==> src/rtl/shift_pipe.sv <==
// 32-bit SLL/SRL/SRA/ROR shifter in two stages (coarse 8/16, then fine 1/2/4); 2-cycle latency, 1 op/cycle.
// Valid/ready both sides; a stalled S2 holds both stages and drops in_ready without any path from in_valid.
module shift_pipe (
  input  logic        clk,
  input  logic        reset,
  input  logic        in_valid,
  output logic        in_ready,
  input  logic [31:0] in_data,
  input  logic [4:0]  shamt,
  input  logic [1:0]  op,
  output logic        out_valid,
  input  logic        out_ready,
  output logic [31:0] out_data,
  output logic        busy
);

  typedef struct packed {
    logic [31:0] dat;
    logic [2:0]  s;
    logic [1:0]  op;
  } s1_t;

  logic        s1_valid;
  s1_t         s1;
  logic        s2_valid;
  logic        s2_take;
  logic [31:0] s1_next;
  logic [31:0] s2_next;

  // ROR uses d << (32-amt); amt=0 shifts by 32, which yields 0 and leaves d intact.
  function automatic logic [31:0] shift_by(input logic [31:0] d, input logic [4:0] amt,
                                           input logic [1:0] kind);
    logic [31:0] r;
    case (kind)
      2'b00:   r = d << amt;
      2'b01:   r = d >> amt;
      2'b10:   r = $signed(d) >>> amt;
      default: r = (d >> amt) | (d << (6'd32 - {1'b0, amt}));
    endcase
    return r;
  endfunction

  assign s2_take   = !s2_valid || out_ready;
  assign in_ready  = !s1_valid || s2_take;
  assign out_valid = s2_valid;
  assign busy      = s1_valid || s2_valid;

  // SRA in S1 keeps bit 31, so S2 can take the sign from S1 data.
  assign s1_next = shift_by(in_data, {shamt[4:3], 3'b000}, op);
  assign s2_next = shift_by(s1.dat, {2'b00, s1.s}, s1.op);

  always_ff @(posedge clk) begin
    if (reset) begin
      s1_valid <= 1'b0;
      s2_valid <= 1'b0;
      s1       <= '0;
      out_data <= 32'h0000_0000;
    end else begin
      if (s2_take) begin
        s2_valid <= s1_valid;
        if (s1_valid) out_data <= s2_next;
      end
      if (in_ready) begin
        s1_valid <= in_valid;
        if (in_valid) begin
          s1.dat <= s1_next;
          s1.s   <= shamt[2:0];
          s1.op  <= op;
        end
      end
    end
  end

endmodule

==> config.mk <==
export PLATFORM = sky130hd
export DESIGN_NAME = shift_pipe
export DESIGN_NICKNAME = d
export VERILOG_FILES = /design/src/rtl/shift_pipe.sv
export SDC_FILE = /design/constraint.sdc
export NUM_CORES = 1
export LEC_CHECK = 0
export ABC_AREA = 1
export CAP_MARGIN = 10
export CORE_ASPECT_RATIO = 1.1
export CORE_MARGIN = 2
export CORE_UTILIZATION = 53
export DETAILED_ROUTE_END_ITERATION = 8
export PLACE_DENSITY = 0.8
export SLEW_MARGIN = 20
export SYNTH_ARGS = -nofsm -noshare
export SYNTH_HDL_FRONTEND = slang
export SYNTH_SLANG_ARGS = --single-unit
==> constraint.sdc <==
create_clock -name clk -period 2.5 [get_ports clk]
set_clock_uncertainty 0.2 [all_clocks]
set_input_delay 0.375 -clock clk [delete_from_list [all_inputs] [get_ports clk]]
set_output_delay 0.375 -clock clk [all_outputs]
set_load 0.01 [all_outputs]
**After elaboration in Yosys (flattened, before gate mapping)**

Cells that the tools add are included.

- Input bits: 43
- Output and inout port bits: 35
- Register bits after elaboration: 71
- Word-level logic and storage cells: 33

- Reduce and logical (&&, ||, !) cells: 9
- Shift-type cells: 8
- $add $sub $neg: 2
- Equal/unequal tests: 4
- Multiplexer cells: 2
- Bitwise logic cells: 2

Operator list:

| operator | number |
|---|---|
| $pmux 32 s3 | 2 |
| $or 32x32->32 | 2 |
| $shl 32x6->32 | 2 |
| $shl 32x3->32 | 1 |
| $shl 32x5->32 | 1 |
| $shr 32x3->32 | 1 |
| $shr 32x5->32 | 1 |
| $sshr 32x3->32 | 1 |
| $sshr 32x5->32 | 1 |
| $sub 6x3->6 const A | 1 |
| $sub 6x5->6 const A | 1 |
| $eq 2x1->1 const B | 2 |
| $eq 2x2->1 const B | 2 |
| $logic_not 2->1 | 2 |
| $reduce_and 2->1 | 2 |
| $logic_or 1x1->1 | 3 |
| $logic_not 1->1 | 2 |

**Depth between registers and ports, before layout**

Gate-level depths: netlist of run 1.

- Word-level depth: 4
- Depth in mapped cells: 16
- Mapped depth without buffers: 13

**Worst setup path after synthesis of run 1**

Ideal clock, no wire load.

- Path type: reg2reg
- Start point: reg s1[2] (netlist name)
- End point: reg out_data[30]
- Buffers on the path: 4
- Clock period less this slack: 2.448 ns
- Data required time: 2.230 ns
- Arrival time: 2.179 ns
- Path slack: 0.052 ns
- Setup time: 0.070 ns
- Stages on the path, launching flop included: 15
- Cell sequence: dfxtp_1 buf_6 inv_8 buf_8 buf_6 ha_1 ha_1 inv_1 buf_1 o21ai_0 o21ai_0 nand2_1 nand3_1 nand2_1 a21oi_1

- Cells in the longest elaborated chain, start to end: 4
- Elaborated cells between the ends (all ways): 7
- Those cells by class: 1 x add/sub; 4 x shift; 1 x mux; 1 x bitwise

Ends and longest elaborated chain:

| item | line | source |
|---|---|---|
| start: declaration | 24 | `s1_t s1;` |
| $sub 6x3->6 | 38 | `default: r = (d >> amt) \| (d << (6'd32 - {1'b0, amt}));` |
| $shl 32x6->32 | 38 |  |
| $or 32x32->32 | 38 |  |
| $pmux 32 s3 * | 34 | `case (kind)` |
| end signal: assignment | 61 | `if (s1_valid) out_data <= s2_next;` |
| end: declaration | 13 | `output logic [31:0] out_data,` |

Mark *: on every way between the ends. The rest lies on a longest branch, timed or not.
A chain may end at the register's enable or synchronous reset.

**Worst setup path after layout of run 1**

Ends and elaborated chain as after synthesis.

==> metrics.md, run 1 <==
| Metric | Value |
|---|---|
| Status | complete, no violations |
| Clock latency on the worst-skew pair | roughly 0.34 ns |
| Number of enable flip-flop cells after synthesis | 0 |
| Area of the mapped netlist | between 0.007 and 0.008 mm² |
| Post-CTS Resized | 0 |
| Share of layout cells above drive strength 1 | between 7 and 8% |
| Max Slew Vio Count | 0 |
| Most used flip-flop cell after synthesis | dfxtp_1 |
| Placer congestion estimate | 1.00 |
| Arrival time at the worst endpoint | 2.38 ns |
| Hold Path Depth | 2 |
| # fillers | approximately 1300 |
| Clock transition at the registers of the reported paths | around 0.05 ns |
| Post-synth top area share | between 20% and 30% |
| WP buf/inv | 3 |
| First-pass iteration count of the detailed router | 6 |
| Iteration-0 DRC Markers | roughly 960 |
| Critical-path top delay cell | dfxtp_1 |
| Final core occ | between 60% and 70% |
| H-Tree Depth | 3 |
| Area delta synth->final | 18.3% |
| Largest net degree at the start of global routing | 65 |
| CTS max path bufs | 2 |
| Cell area after layout | ~0.0084 mm² |
| Hold Fails Final Rpt | 0 |
| Startpoint types | flop |
| Crit path max fanout | 10 |
| Synth top area cells | nand2_1 (21%), dfxtp_1 (20%), o21ai_0 (11%) |
| WL final | 26000 µm |
| Root Buffer | clkbuf_16 |
| Critical path depth | 11 |
| Worst vdd ir | roughly 0.00035 V |
| Setup WS post-layout | 0.188 ns |
| Drt via density | 6.05 |
| Initial antenna violation count | 0 |
| Die width | approximately 110 µm |
| Setup CP Type | flop to flop |
| Grt total ovfl | 0 |
| Cell row count | 44 |
| Post-route ant nets | 0 |
| Cell Count, Final, Fillers Out | approximately 1500 |
| Worst setup path startpoint | s1[2] |
| Post-Route Setup TNS | 0 ns |
| Most common cell after layout, fill and taps aside | nand2_1 |
| Crit path max-delay family | buffers and inverters |
| Hold_buf cts | 0 |
| CP peak stage delay | 0.42 ns |
| Synthesis Warnings | 0 |
| Sequential cell area fraction in the yosys report | between 10% and 20% |
| CTS tree | built |
| CTS sink count | 71 |
| Max Freq | around 430 MHz |
| Post-synthesis async set-or-reset flop share | 0% |
| Core box area | around 0.013 mm² |
| Hold path start | out_data[26] |
| Mapped Cells | about 1300 |
| R2R depth | 11 |
| Leakage | 3.80 nW |
| Tcrit/Tclk final | between 90% and 100% |
| DR DRC count | 0 |
| Syn_area_per_cell | about 5.6 µm² |
| Seq cells post-synth | 71 |
| PwrDens | between 500 and 600 mW/mm² |
| Final min period | between 2 and 2.5 ns |
| Post-placement cell area | 0.00816 mm² |
| Hold slack | 0.263 ns |
| Req. time, crit path | roughly 2.6 ns |
| Type of the most critical hold path | flop to flop |
| CP Cell Sequence | inv_8, ha_1, ha_1, inv_1, buf_4, o21ai_0, o21ai_0, nand2_1, nand3_1, nand2_1, a21oi_1 |
| Most frequent cells in the layout | nand2_1 (405), o21ai_0 (159), nand3_1 (127), a21oi_1 (98), nor2_1 (85) |
| DR WL/cell | approximately 17 µm |
| Quantity of I/O buffers inserted on ports | between 70 and 80 |
| Mapped Nets | ~1300 |
| Pre-CTS WS | between 0.002 and 0.003 ns |
| Least-Margin Pin Slew | 0.677 ns |
| Gr usage total | between 30% and 40% |
| Full die area | between 0.01 and 0.015 mm² |
| Antenna cell count | 0 |
| DIE HEIGHT | 126 µm |
| Via count | between 9000 and 10000 |
| RSZ-0062 raised after global routing | false |
| Finish-stage setup viols | 0 |
| Vias in the first global route | 8072 |
| Post-CTS setup buffers | 0 |
| IO Pins | about 80 |
| CP Capture Type | flop |
| Biggest area consumer among synthesized cells | nand2_1 |
| Max_slew headroom | between 50% and 60% |
| Post-detail-place hpwl | approximately 20000 µm |
| Netlist cell types | 50 |
| Placed cells | about 1500 |
| Final Net Count | about 1400 |
| MaxCap Viol Count | 0 |
| First-pass GRT wire length | 41800 µm |
| FF-to-FF Start | s1[2] |
| Power Total | between 4 and 5 mW |
| Initial Util | about 54% |
| Num CTS Buffers | 9 |
==> where the power goes <==
part	internal [mW]	switching (mW)	total, mW
clock network	0.702	0.451	1.15
logic	0.635	1.12	1.75
registers	1.22	0.0835	1.31
==> per-layer routing <==
layer  wire (µm)  GRT usage, %  vias to the layer above
met5           0             0                        -
met4        1490          19.0                        0
met3        2280          4.80                       97
met2       11700          58.2                      541
met1       10500          46.9                     3976
li1            -             -                     4448
==> area by class of cell <==
type | instances | area (µm²) | area share, %
flip-flops and latches | 71 | 1420 | 16.9
multi-input cells | 1042 | 4950 | 58.8
repair buffers | 130 | 1280 | 15.2
clock buffers | 11 | 253 | 3.00
well taps | 161 | 201 | 2.39
inverters | 81 | 312 | 3.70
clock inverters | 1 | 7.51 | 0.0891
==> registers in the layout, indices dropped and copies added, names as in the netlist <==
name       flops
s1_valid       1
out_valid      1
s1            37
out_data      32
==> worst paths after layout <==
check	end	slack [ns]
max reg2reg	out_data[30]	0.19
min reg2reg	out_data[26]	0.26
min	out_data[26]	0.26
max	out_data[30]	0.19
==> tightest hold or removal path: stages, from the launching register on <==
cell	delay, ns
dfxtp_1	0.30
nand2_1	0.06
a21oi_1	0.06
==> cells in the mapped netlist, drive strengths merged (15+ instances only) <==
| master | n |
|---|---|
| a21oi | 100 |
| a31oi | 23 |
| buf | 53 |
| clkbuf | 34 |
| dfxtp | 71 |
| inv | 80 |
| nand2 | 413 |
| nand3 | 127 |
| nor2 | 91 |
| o211ai | 15 |
| o21ai | 174 |
==> logic make-up after synthesis <==
group	share of synthesized area, %
and+or+nand+nor	39.4
muxes	0.562
buffers and inverters	10.5
DFF	20.0
AOI/OAI and AO/OA	29.0
xor gates and xnor gates	0.123
adders and majority gates	0.527
Note: power is estimated with default switching activity, not from simulation.
==> run 2, diff against run 1 <==
--- a/config.mk
+++ b/config.mk
@@ -6,8 +6,8 @@
 export NUM_CORES = 1
 export LEC_CHECK = 0
 export ABC_AREA = 1
-export CAP_MARGIN = 10
-export CORE_ASPECT_RATIO = 1.1
+export CAP_MARGIN = 20
+export CORE_ASPECT_RATIO = 1.75
 export CORE_MARGIN = 2
 export CORE_UTILIZATION = 53
 export DETAILED_ROUTE_END_ITERATION = 8
==> metrics.md, run 2 (same netlist as run 1, synthesis figures left out) <==
| Metric | Value |
|---|---|
| Status | complete, no violations |
| First-pass iteration count of the detailed router | 7 |
| IO Pins | 78 |
| RSZ-0062 raised after global routing | false |
| Crit path max-delay family | compound AO/OA/AOI/OAI gates |
| Share of layout cells above drive strength 1 | 7.09% |
| Crit path max fanout | 10 |
| Power Total | between 4 and 5 mW |
| FF+latch area | 0.00142 mm² |
| DR DRC count | 0 |
| Drt via density | around 6 |
| Antenna cell count | 0 |
| Num CTS Buffers | 9 |
| Post-placement cell area | between 0.008 and 0.009 mm² |
| Gr usage total | between 30 and 40% |
| Quantity of I/O buffers inserted on ports | 77 |
| # fillers | about 1300 |
| RR Endpoint | out_data[23] |
| CTS sink count | 71 |
| Most frequent cells in the layout | nand2_1 (405), o21ai_0 (158), nand3_1 (127), a21oi_1 (98), nor2_1 (85) |
| Tcrit/Tclk final | 91.7% |
| Core box area | ~0.013 mm² |
| Most flops, register | s1 |
| Type of the most critical hold path | flop to flop |
| DIE HEIGHT | approximately 160 µm |
| Final core occ | 64.5% |
| Clock transition at the registers of the reported paths | about 0.060 ns |
| Post-detail-place hpwl | approximately 22000 µm |
| Hold_buf cts | 0 |
| Most common cell after layout, fill and taps aside | nand2_1 |
| Cell Count, Final, Fillers Out | roughly 1500 |
| WL final | 28800 µm |
| Initial Util | 53.8% |
| Vias in the first global route | about 8700 |
| Max Freq | ~440 MHz |
| Clock latency on the worst-skew pair | roughly 0.34 ns |
| Critical path depth | 10 |
| Cell area after layout | around 0.0085 mm² |
| H-Tree Depth | 3 |
| Least-Margin Pin Slew | 0.743 ns |
| WP buf/inv | 3 |
| Cell row count | 56 |
| Critical-path top delay cell | dfxtp_1 |
| Startpoint types | flop |
| CP Capture Type | flop |
| MaxCap Viol Count | 0 |
| Full die area | 0.0144 mm² |
| PwrDens | around 530 mW/mm² |
| Critical Path End | out_data[23] |
| CP Cell Sequence | inv_2, ha_1, clkinv_1, buf_4, o21ai_0, nand2_1, nand3_1, o21ai_0, nand2_1, a21oi_1 |
| Worst vdd ir | between 0.0003 and 0.0004 V |
| Iteration-0 DRC Markers | between 1000 and 1500 |
| FF-to-FF Start | s1[3] |
| Placed cells | between 1000 and 1500 |
| Worst setup path startpoint | s1[3] |
| DR WL/cell | about 19 µm |
| Via count | slightly above 9000 |
| Hold slack | ~0.26 ns |
| Grt total ovfl | 0 |
| Placer congestion estimate | between 1 and 1.5 |
| Initial antenna violation count | 0 |
| Die width | slightly above 90 µm |
| R2r setup slk | 0.21 ns |
| First-pass GRT wire length | around 45000 µm |
| CTS tree | built |
| Req. time, crit path | roughly 2.5 ns |
| Max_slew headroom | between 40% and 50% |
| Post-route ant nets | 0 |
| Top flop regs | s1 x37, out_data x32 |
| Hold Fails Final Rpt | 0 |
| CP peak stage delay | 0.39 ns |
| Arrival time at the worst endpoint | ~2.3 ns |
| Max reg flops | 37 |
| Root Buffer | clkbuf_16 |
| Largest net degree at the start of global routing | 65 |
| Max Slew Vio Count | 0 |
| Area delta synth->final | 20.0% |
| Finish-stage setup viols | 0 |
| Setup CP Type | flop to flop |
| R2R depth | 10 |
| Area of the multi-input gates | slightly below 0.005 mm² |
| Final Net Count | 1381 |
| Final min period | approximately 2.3 ns |
| Leakage | a little under 4 nW |
| CTS max path bufs | 2 |
run 2: how the worst min path moves through the flow:
stage	start	endpoint	slack [ns]	cells after the start
2_1_floorplan	s1[27]	s1[27]	0.26	2
3_3_place_gp	out_data[25]	out_data[25]	0.25	2
3_5_place_dp	out_data[25]	out_data[25]	0.26	2
4_1_cts	out_data[25]	out_data[25]	0.27	2
5_1_grt	out_data[26]	out_data[26]	0.29	2
6_report	out_data[25]	out_data[25]	0.26	2
run 2: area by class of cell:
cell class	instances	area share [%]
Clock buffer	12	2.77
Clock inverter	3	0.805
Inverter	81	3.65
Multi-Input combinational cell	1042	57.9
Sequential cell	71	16.6
Tap cell	174	2.55
Timing Repair Buffer	130	15.7
run 2: tightest hold or removal path: stages, from the launching register on:
cell and delay, ns:
dfxtp_1 0.30, nand2_1 0.06, a21oi_1 0.05
run 2: timing repair:
| action | in CTS | in global routing |
|---|---|---|
| gates resized for setup | 0 | 2 |
| hold endpoints to repair | 0 | 0 |
| setup endpoints to repair | 0 | 1 |
| setup buffers | 0 | 0 |
run 2: power by group:
part | switching (mW) | internal [mW] | total (mW) | leakage [nW]
registers | 0.0890 | 1.22 | 1.31 | 0.587
logic | 1.16 | 0.653 | 1.82 | 3.11
clock network | 0.490 | 0.871 | 1.36 | 0.147
total | 1.74 | 2.75 | 4.49 | 3.84
run 2: metal layers:
layer | global-route usage, % | up-vias | routed length, µm | share of wire (%)
li1 | - | 4455 | - | -
met1 | 41.6 | 4170 | 9870 | 34
met2 | 68.2 | 577 | 14000 | 49
met3 | 6.27 | 146 | 2190 | 7.6
met4 | 34.4 | 0 | 2730 | 9.5
met5 | 0 | - | 0 | 0
run 2: per-stage QoR:
step | setup WS (ns) | setup TNS (ns)
after floorplan | 0.0517 | 0
after global placement | 0.0401 | 0
after detailed placement | -0.0279 | -0.0405
after CTS | 0.191 | 0
after global routing | 0.0581 | 0
final | 0.208 | 0
==> run 3, diff against run 2 <==
--- a/config.mk
+++ b/config.mk
@@ -16,3 +16,4 @@
 export SYNTH_ARGS = -nofsm -noshare
 export SYNTH_HDL_FRONTEND = slang
 export SYNTH_SLANG_ARGS = --single-unit
+export TNS_END_PERCENT = 10
==> results of run 3 <==
No change in the layout: final DEF, timing and power equal those of run 2.
